<file path="src/rtl/washer_pkg.sv">
// Shared types for the washer sequencer: state codes, mode codes and helpers.
package washer_pkg;

    typedef enum logic [3:0] {
        ST_IDLE    = 4'd0,
        ST_FILL    = 4'd1,
        ST_AGIT_F  = 4'd2,
        ST_PAUSE_A = 4'd3,
        ST_AGIT_R  = 4'd4,
        ST_PAUSE_B = 4'd5,
        ST_DRAIN   = 4'd6,
        ST_SPIN    = 4'd7,
        ST_DONE    = 4'd8
    } state_e;

    typedef enum logic [1:0] {
        MODE_FULL  = 2'b00,   // wash + RINSE_MAX rinses + spin
        MODE_SHORT = 2'b01,   // wash + 1 rinse + spin
        MODE_RINSE = 2'b10,   // RINSE_MAX rinses + spin
        MODE_SPIN  = 2'b11    // drain + spin only
    } mode_e;

    // Total number of fill/agitate/drain passes a mode runs.
    function automatic int unsigned pass_count(input logic [1:0] m, input int unsigned rinse_max);
        case (m)
            2'b00:   return rinse_max + 1;
            2'b01:   return 2;
            2'b10:   return rinse_max;
            default: return 0;
        endcase
    endfunction

    function automatic logic is_busy(input state_e s);
        return !(s == ST_IDLE || s == ST_DONE);
    endfunction

endpackage

</file>
<file path="src/rtl/washer_phase_timer.sv">
// Down-counting phase timer: loaded with (duration-1) on state entry,
// done while the count is zero, ticks only when enabled.
module washer_phase_timer #(
    parameter int TICK_W = 4
) (
    input  logic              clk,
    input  logic              rst,
    input  logic              load_i,
    input  logic [TICK_W-1:0] load_val_i,
    input  logic              tick_i,
    output logic              done_o
);

    logic [TICK_W-1:0] tmr_q;

    // Reload takes priority; otherwise count down to zero and stop there.
    always_ff @(posedge clk) begin
        if (rst)
            tmr_q <= '0;
        else if (load_i)
            tmr_q <= load_val_i;
        else if (tick_i && tmr_q != '0)
            tmr_q <= tmr_q - 1'b1;
    end

    assign done_o = (tmr_q == '0);

endmodule

</file>
<file path="src/rtl/washer_seq_ctrl.sv">
// Washing-machine program sequencer: wash pass, rinse passes, final spin.
// Optional build macro WASHER_PAUSE_EN: EN=0 while busy pauses the program
// (actuators off, everything else frozen) instead of aborting to IDLE.
module washer_seq_ctrl
    import washer_pkg::*;
#(
    parameter int TICK_W    = 4,
    parameter int T_FILL    = 2,
    parameter int T_AGIT    = 3,
    parameter int T_IDLE    = 1,
    parameter int T_DRAIN   = 2,
    parameter int T_SPIN    = 3,
    parameter int AGIT_CYC  = 3,
    parameter int RINSE_MAX = 2,
    parameter int CNT_W     = 10
) (
    input  logic             cp,
    input  logic             R,
    input  logic             EN,
    input  logic             start,
    input  logic [1:0]       mode,
    output logic             JS,
    output logic             PS,
    output logic             ZZ,
    output logic             FZ,
    output logic             QX,
    output logic             PX,
    output logic             TS,
    output logic             BJ,
    output logic             busy,
    output logic [3:0]       state_o,
    output logic [CNT_W-1:0] count
);

    localparam int PW = $clog2(RINSE_MAX + 2);
    localparam int AW = $clog2(AGIT_CYC + 1);
    localparam logic [AW-1:0] AGIT_LAST = AW'(AGIT_CYC - 1);

    state_e            state_q, state_d;
    mode_e             mode_q, mode_d;
    logic [PW-1:0]     pass_q, pass_d;     // passes still to run after the current one
    logic [AW-1:0]     agit_q, agit_d;     // completed fwd/rev cycles in this pass
    logic [CNT_W-1:0]  cnt_q, cnt_d;
    logic              js_q, ps_q, zz_q, fz_q, qx_q, px_q, ts_q, bj_q, busy_q;
    logic              js_d, ps_d, zz_d, fz_d, qx_d, px_d, ts_d, bj_d, busy_d;
    logic              paused;
    logic              tmr_done;

    // Timer reload value for the state being entered (duration minus one).
    function automatic logic [TICK_W-1:0] dur(input state_e s);
        case (s)
            ST_FILL:               return TICK_W'(T_FILL - 1);
            ST_AGIT_F, ST_AGIT_R:  return TICK_W'(T_AGIT - 1);
            ST_PAUSE_A, ST_PAUSE_B: return TICK_W'(T_IDLE - 1);
            ST_DRAIN:              return TICK_W'(T_DRAIN - 1);
            ST_SPIN:               return TICK_W'(T_SPIN - 1);
            default:               return '0;
        endcase
    endfunction

    washer_phase_timer #(.TICK_W(TICK_W)) u_timer (
        .clk        (cp),
        .rst        (R),
        .load_i     (state_d != state_q),
        .load_val_i (dur(state_d)),
        .tick_i     (EN),
        .done_o     (tmr_done)
    );

    // State, counters and registered outputs.
    always_ff @(posedge cp) begin
        if (R) begin
            state_q <= ST_IDLE;
            mode_q  <= MODE_FULL;
            pass_q  <= '0;
            agit_q  <= '0;
            cnt_q   <= '0;
            js_q <= 1'b0; ps_q <= 1'b0; zz_q <= 1'b0; fz_q <= 1'b0;
            qx_q <= 1'b0; px_q <= 1'b0; ts_q <= 1'b0; bj_q <= 1'b0;
            busy_q <= 1'b0;
        end else begin
            state_q <= state_d;
            mode_q  <= mode_d;
            pass_q  <= pass_d;
            agit_q  <= agit_d;
            cnt_q   <= cnt_d;
            js_q <= js_d; ps_q <= ps_d; zz_q <= zz_d; fz_q <= fz_d;
            qx_q <= qx_d; px_q <= px_d; ts_q <= ts_d; bj_q <= bj_d;
            busy_q <= busy_d;
        end
    end

    // Next-state, counters and output decode from the next state.
    always_comb begin
        state_d = state_q;
        mode_d  = mode_q;
        pass_d  = pass_q;
        agit_d  = agit_q;
        cnt_d   = cnt_q;
        qx_d    = qx_q;
        px_d    = px_q;
        paused  = 1'b0;

        if (!is_busy(state_q)) begin
            if (EN && start) begin
                mode_d = mode_e'(mode);
                cnt_d  = '0;
                agit_d = '0;
                qx_d   = (mode == MODE_FULL) || (mode == MODE_SHORT);
                px_d   = (mode == MODE_RINSE);
                if (mode == MODE_SPIN) begin
                    state_d = ST_DRAIN;
                    pass_d  = '0;
                end else begin
                    state_d = ST_FILL;
                    pass_d  = PW'(pass_count(mode, RINSE_MAX) - 1);
                end
            end
        end else if (!EN) begin
`ifdef WASHER_PAUSE_EN
            paused = 1'b1;
`else
            state_d = ST_IDLE;
            pass_d  = '0;
            agit_d  = '0;
            cnt_d   = '0;
            qx_d    = 1'b0;
            px_d    = 1'b0;
`endif
        end else begin
            if (cnt_q != '1)
                cnt_d = cnt_q + 1'b1;
            if (tmr_done) begin
                case (state_q)
                    ST_FILL:    begin state_d = ST_AGIT_F; agit_d = '0; end
                    ST_AGIT_F:  state_d = ST_PAUSE_A;
                    ST_PAUSE_A: state_d = ST_AGIT_R;
                    ST_AGIT_R:  state_d = ST_PAUSE_B;
                    ST_PAUSE_B: begin
                        if (agit_q != AGIT_LAST) begin
                            state_d = ST_AGIT_F;
                            agit_d  = agit_q + 1'b1;
                        end else begin
                            state_d = ST_DRAIN;
                            agit_d  = '0;
                        end
                    end
                    ST_DRAIN: begin
                        // Drain-only programs never refill, whatever pass_q says.
                        if (pass_q != '0 && mode_q != MODE_SPIN) begin
                            state_d = ST_FILL;
                            pass_d  = pass_q - 1'b1;
                            qx_d    = 1'b0;
                            px_d    = 1'b1;
                        end else begin
                            state_d = ST_SPIN;
                        end
                    end
                    ST_SPIN: begin
                        state_d = ST_DONE;
                        qx_d    = 1'b0;
                        px_d    = 1'b0;
                    end
                    default: ;
                endcase
            end
        end

        js_d   = (state_d == ST_FILL);
        ps_d   = (state_d == ST_DRAIN) || (state_d == ST_SPIN);
        zz_d   = (state_d == ST_AGIT_F) || (state_d == ST_SPIN);
        fz_d   = (state_d == ST_AGIT_R);
        ts_d   = (state_d == ST_SPIN);
        bj_d   = (state_d == ST_DONE);
        busy_d = is_busy(state_d);
        if (paused) begin
            js_d = 1'b0; ps_d = 1'b0; zz_d = 1'b0; fz_d = 1'b0; ts_d = 1'b0;
        end
    end

    assign JS      = js_q;
    assign PS      = ps_q;
    assign ZZ      = zz_q;
    assign FZ      = fz_q;
    assign QX      = qx_q;
    assign PX      = px_q;
    assign TS      = ts_q;
    assign BJ      = bj_q;
    assign busy    = busy_q;
    assign state_o = state_q;
    assign count   = cnt_q;

endmodule

</file>
<file path="config.mk">
export PLATFORM = sky130hd
export DESIGN_NAME = washer_seq_ctrl
export DESIGN_NICKNAME = d
export VERILOG_FILES = /design/src/rtl/washer_pkg.sv /design/src/rtl/washer_phase_timer.sv /design/src/rtl/washer_seq_ctrl.sv
export SDC_FILE = /design/constraint.sdc
export NUM_CORES = 1
export LEC_CHECK = 0
export ABC_AREA = 0
export BUFFER_PORTS_ARGS = -buffer_cell sky130_fd_sc_hd__buf_2
export CORE_AREA = 5 5 70 72
export DETAILED_ROUTE_END_ITERATION = 6
export DIE_AREA = 0 0 75 77
export PLACE_DENSITY = 0.75
export SLEW_MARGIN = 25
export SYNTH_ARGS = -nofsm -noshare
export SYNTH_HDL_FRONTEND = slang
export SYNTH_HIERARCHICAL = 1
export SYNTH_SLANG_ARGS = --single-unit
export TNS_END_PERCENT = 1
</file>
<file path="constraint.sdc">
create_clock -name cp -period 4 [get_ports cp]
set_clock_uncertainty 0.15 [all_clocks]
set_input_delay 0.8 -clock cp [delete_from_list [all_inputs] [get_ports cp]]
set_output_delay 0.8 -clock cp [all_outputs]
set_load 0.02 [all_outputs]
</file>
==> impl_metrics.ini <==
[power_and_ir_drop]
p_sw_share_pct = 36.1
switchingPower_mw = 0.332
clkPwrFrac_pct = 27.1
ir_worst_vdd_v = 0.000186
power.internal_mw = 0.586
power.leakage_nw = 0.915
comb_power_share_pct = 31.6
power_mw = 0.918
pwr-share-seq_pct = 41.4
p_per_area_nw_per_um2 = 405

[worst_setup_path]
timing.rr.end = u_timer/tmr_q[0]
crit_path_max_incr_delay_ns = 0.44
crit_path_cell_trace = inv_1 > ha_1 > or3b_4 > inv_1 > or2b_4 > o21ai_2 > o311a_1 > nand2_1 > a221o_1 > inv_1 > nor2_1 > a311oi_1
cp.arrival_ns = 3.34
crit_type = flop to flop
reg2reg_slack_ns = 0.71
cp.required_ns = 4.05
start_kind = flop
end_kind = flop
regToRegStartpoint = u_timer/tmr_q[1]
reg2reg_depth = 12
cpMostUsedCell = inv_1
path_max_fanout = 7
crit_path_end = u_timer/tmr_q[0]
crit_start = u_timer/tmr_q[1]
critical_path.slowest_cell = or3b_4

[sta]
min_period_over_period_pct = 82.2
finalHoldViolCount = 0
worst_pin_slew_ns = 0.890
drv_slew = 0
setup_ws_ns = 0.714
tns_ns = 0
post-route-min-period_ns = 3.29
clock.fmax_mhz = 304
rsz0062_at_grt = no
setup_viol = 0
hold_slack_ns = 0.322
timing.slew.headroom_pct = 40.3

[floorplan]
num_io_pins = 29
die_w_um = 75
initial_utilization_pct = 48.1
fp.dieArea_um2 = 5780
rows = 24
core-area_um2 = 4230
die_h_um = 77

[placement]
dp_hpwl_mm = 3.34
gp_congestion = 0.822
pre_cts_slack_ns = 0.738
dp.cells = 309
port_buffers = 28

[synthesis]
syn_area_per_cell_um2 = 8.56
syn_area_um2 = 2040
ys_ff_latch = 33
syn_inst = 238
ys_seq_area_share_pct = 32.4
synth_edf_count = 0
synthFlopType = dfxtp_1
ys_types = 59
async_flop_share_pct = 0
yosys_warnings = 6

[clock_tree]
cts_tree = yes
cts_buffers = 5
clock_latency_ns = 0.29
hold_buffers = 0
clk_path_buf_depth = 2
post_cts_buffers = 0
cts.sinks = 33
htreeDepth = 2
cts_root_buffer = clkbuf_8
path_clk_slew_ns = 0.07
cts_resized = 0

[global_routing]
grt_pass1_vias = 1681
grt_usage_pct = 17.4
antenna_found_initial = 0
gr-total-overflow = 0
grt_pass1_wl_mm = 8.02
grt_max_degree = 23

[routing]
drt_iter0_markers = 91
route.vias.total = 1823
drc_errors = 0
wl_per_cell_um = 14.6
final_antenna_net_count = 0
viasPerCell = 5.75
dr.pass1.iters = 4
wl_mm = 4.62

[hold_path]
hold_path.class = flop to flop

[finish]
seqCellArea_um2 = 661
multi_input_area_um2 = 1240
syn2layout_area_growth_pct = 11.0
nFillCells = 418
fin_nets = 278
finalNonFillerCells = 317
drive_gt1_share_pct = 20.8
layout_common_cells = nor2_1, dfxtp_1, buf_2
n_antenna_cell = 0
final_common_cell = nor2_1

[status]
status = complete, no violations

[flow_run]
drv_cap = 0
-- synth_stat cells (all sizes together) (5+ instances only) --
cell type  number  share of area, %
nor3            9               2.2
inv            14               2.6
a31oi           6               1.8
buf            10               3.8
nor2           39               7.3
a211oi          5               1.8
nand3           6               1.5
ha              8               4.9
dfxtp          33                32
mux2i           6               2.9
nand2          13               2.4
a21oi          14               3.6
xnor2           6               2.6
nor4            5               2.5
o21ai           6               1.7
-- kinds of logic after synthesis --
logic type	Yosys count	share of synthesized area, %
AND/OR/NAND/NOR	97	26.6
AO/OA/AOI/OAI	59	22.5
flip-flops	33	32.4
buffers and inverters	26	6.75
adder cells (fa/ha/maj)	8	4.91
multiplexers	8	4.05
XOR/XNOR	6	2.58
other	1	0.184
-- worst max-delay path: cells and delay by family (launching register included) --
family	cells	cell delay [ns]
compound gates	4	1.12
fa+ha+maj	1	0.22
buf+inv	3	0.47
flops	1	0.32
simple gates	4	0.92
-- registers in the layout, summed over array words and instances (netlist names) --
name and flops:
PX 1, JS 1, u_timer/tmr_q 4, busy 1, PS 1, BJ 1
count 10, state_o 4, QX 1, TS 1, agit_q 2, mode_q 2
pass_q 2, ZZ 1, FZ 1
-- metal layers --
metal / wire, µm / GRT usage (%)
met1: 2220 / 24.7
met2: 2130 / 25.4
met3: 199 / 4.71
met4: 63 / 4.80
met5: 0 / 0
-- worst min path at each step --
| stage | endpoint | from | slack (ns) | cells after the start |
|---|---|---|---|---|
| after detailed placement | QX | QX | 0.31 | 2 |
| after global routing | QX | QX | 0.35 | 2 |
| final | QX | QX | 0.32 | 2 |
| after CTS | QX | QX | 0.33 | 2 |
| after floorplan | mode_q[1] | mode_q[1] | 0.30 | 2 |
| after global placement | QX | QX | 0.31 | 2 |
-- stage by stage --
stage | utilization (%) | cell area (µm²)
2_1_floorplan | - | 2040
3_3_place_gp | 51.4 | 2180
3_5_place_dp | 51.4 | 2180
5_1_grt | 53.5 | 2260
6_report | 53.5 | 2260
4_1_cts | 53.5 | 2260
-- area by class of cell --
cell class | instances | area share (%)
sequential | 33 | 29.2
multi-input combinational | 180 | 54.9
tap | 52 | 2.87
clock inverter | 3 | 0.774
clock buffer | 5 | 3.04
timing repair buffer | 30 | 6.85
inverter | 14 | 2.32
-- power groups by stage --
stage / logic [mW] / clock network, mW / registers (mW)
final: 0.290 / 0.248 / 0.380
after global routing: 0.323 / 0.278 / 0.385
after CTS: 0.288 / 0.256 / 0.380
after detailed placement: 0.287 / 0 / 0.387
after global placement: 0.279 / 0 / 0.386
after floorplan: 0.229 / 0 / 0.387
Note: power is estimated with default switching activity, not from simulation.
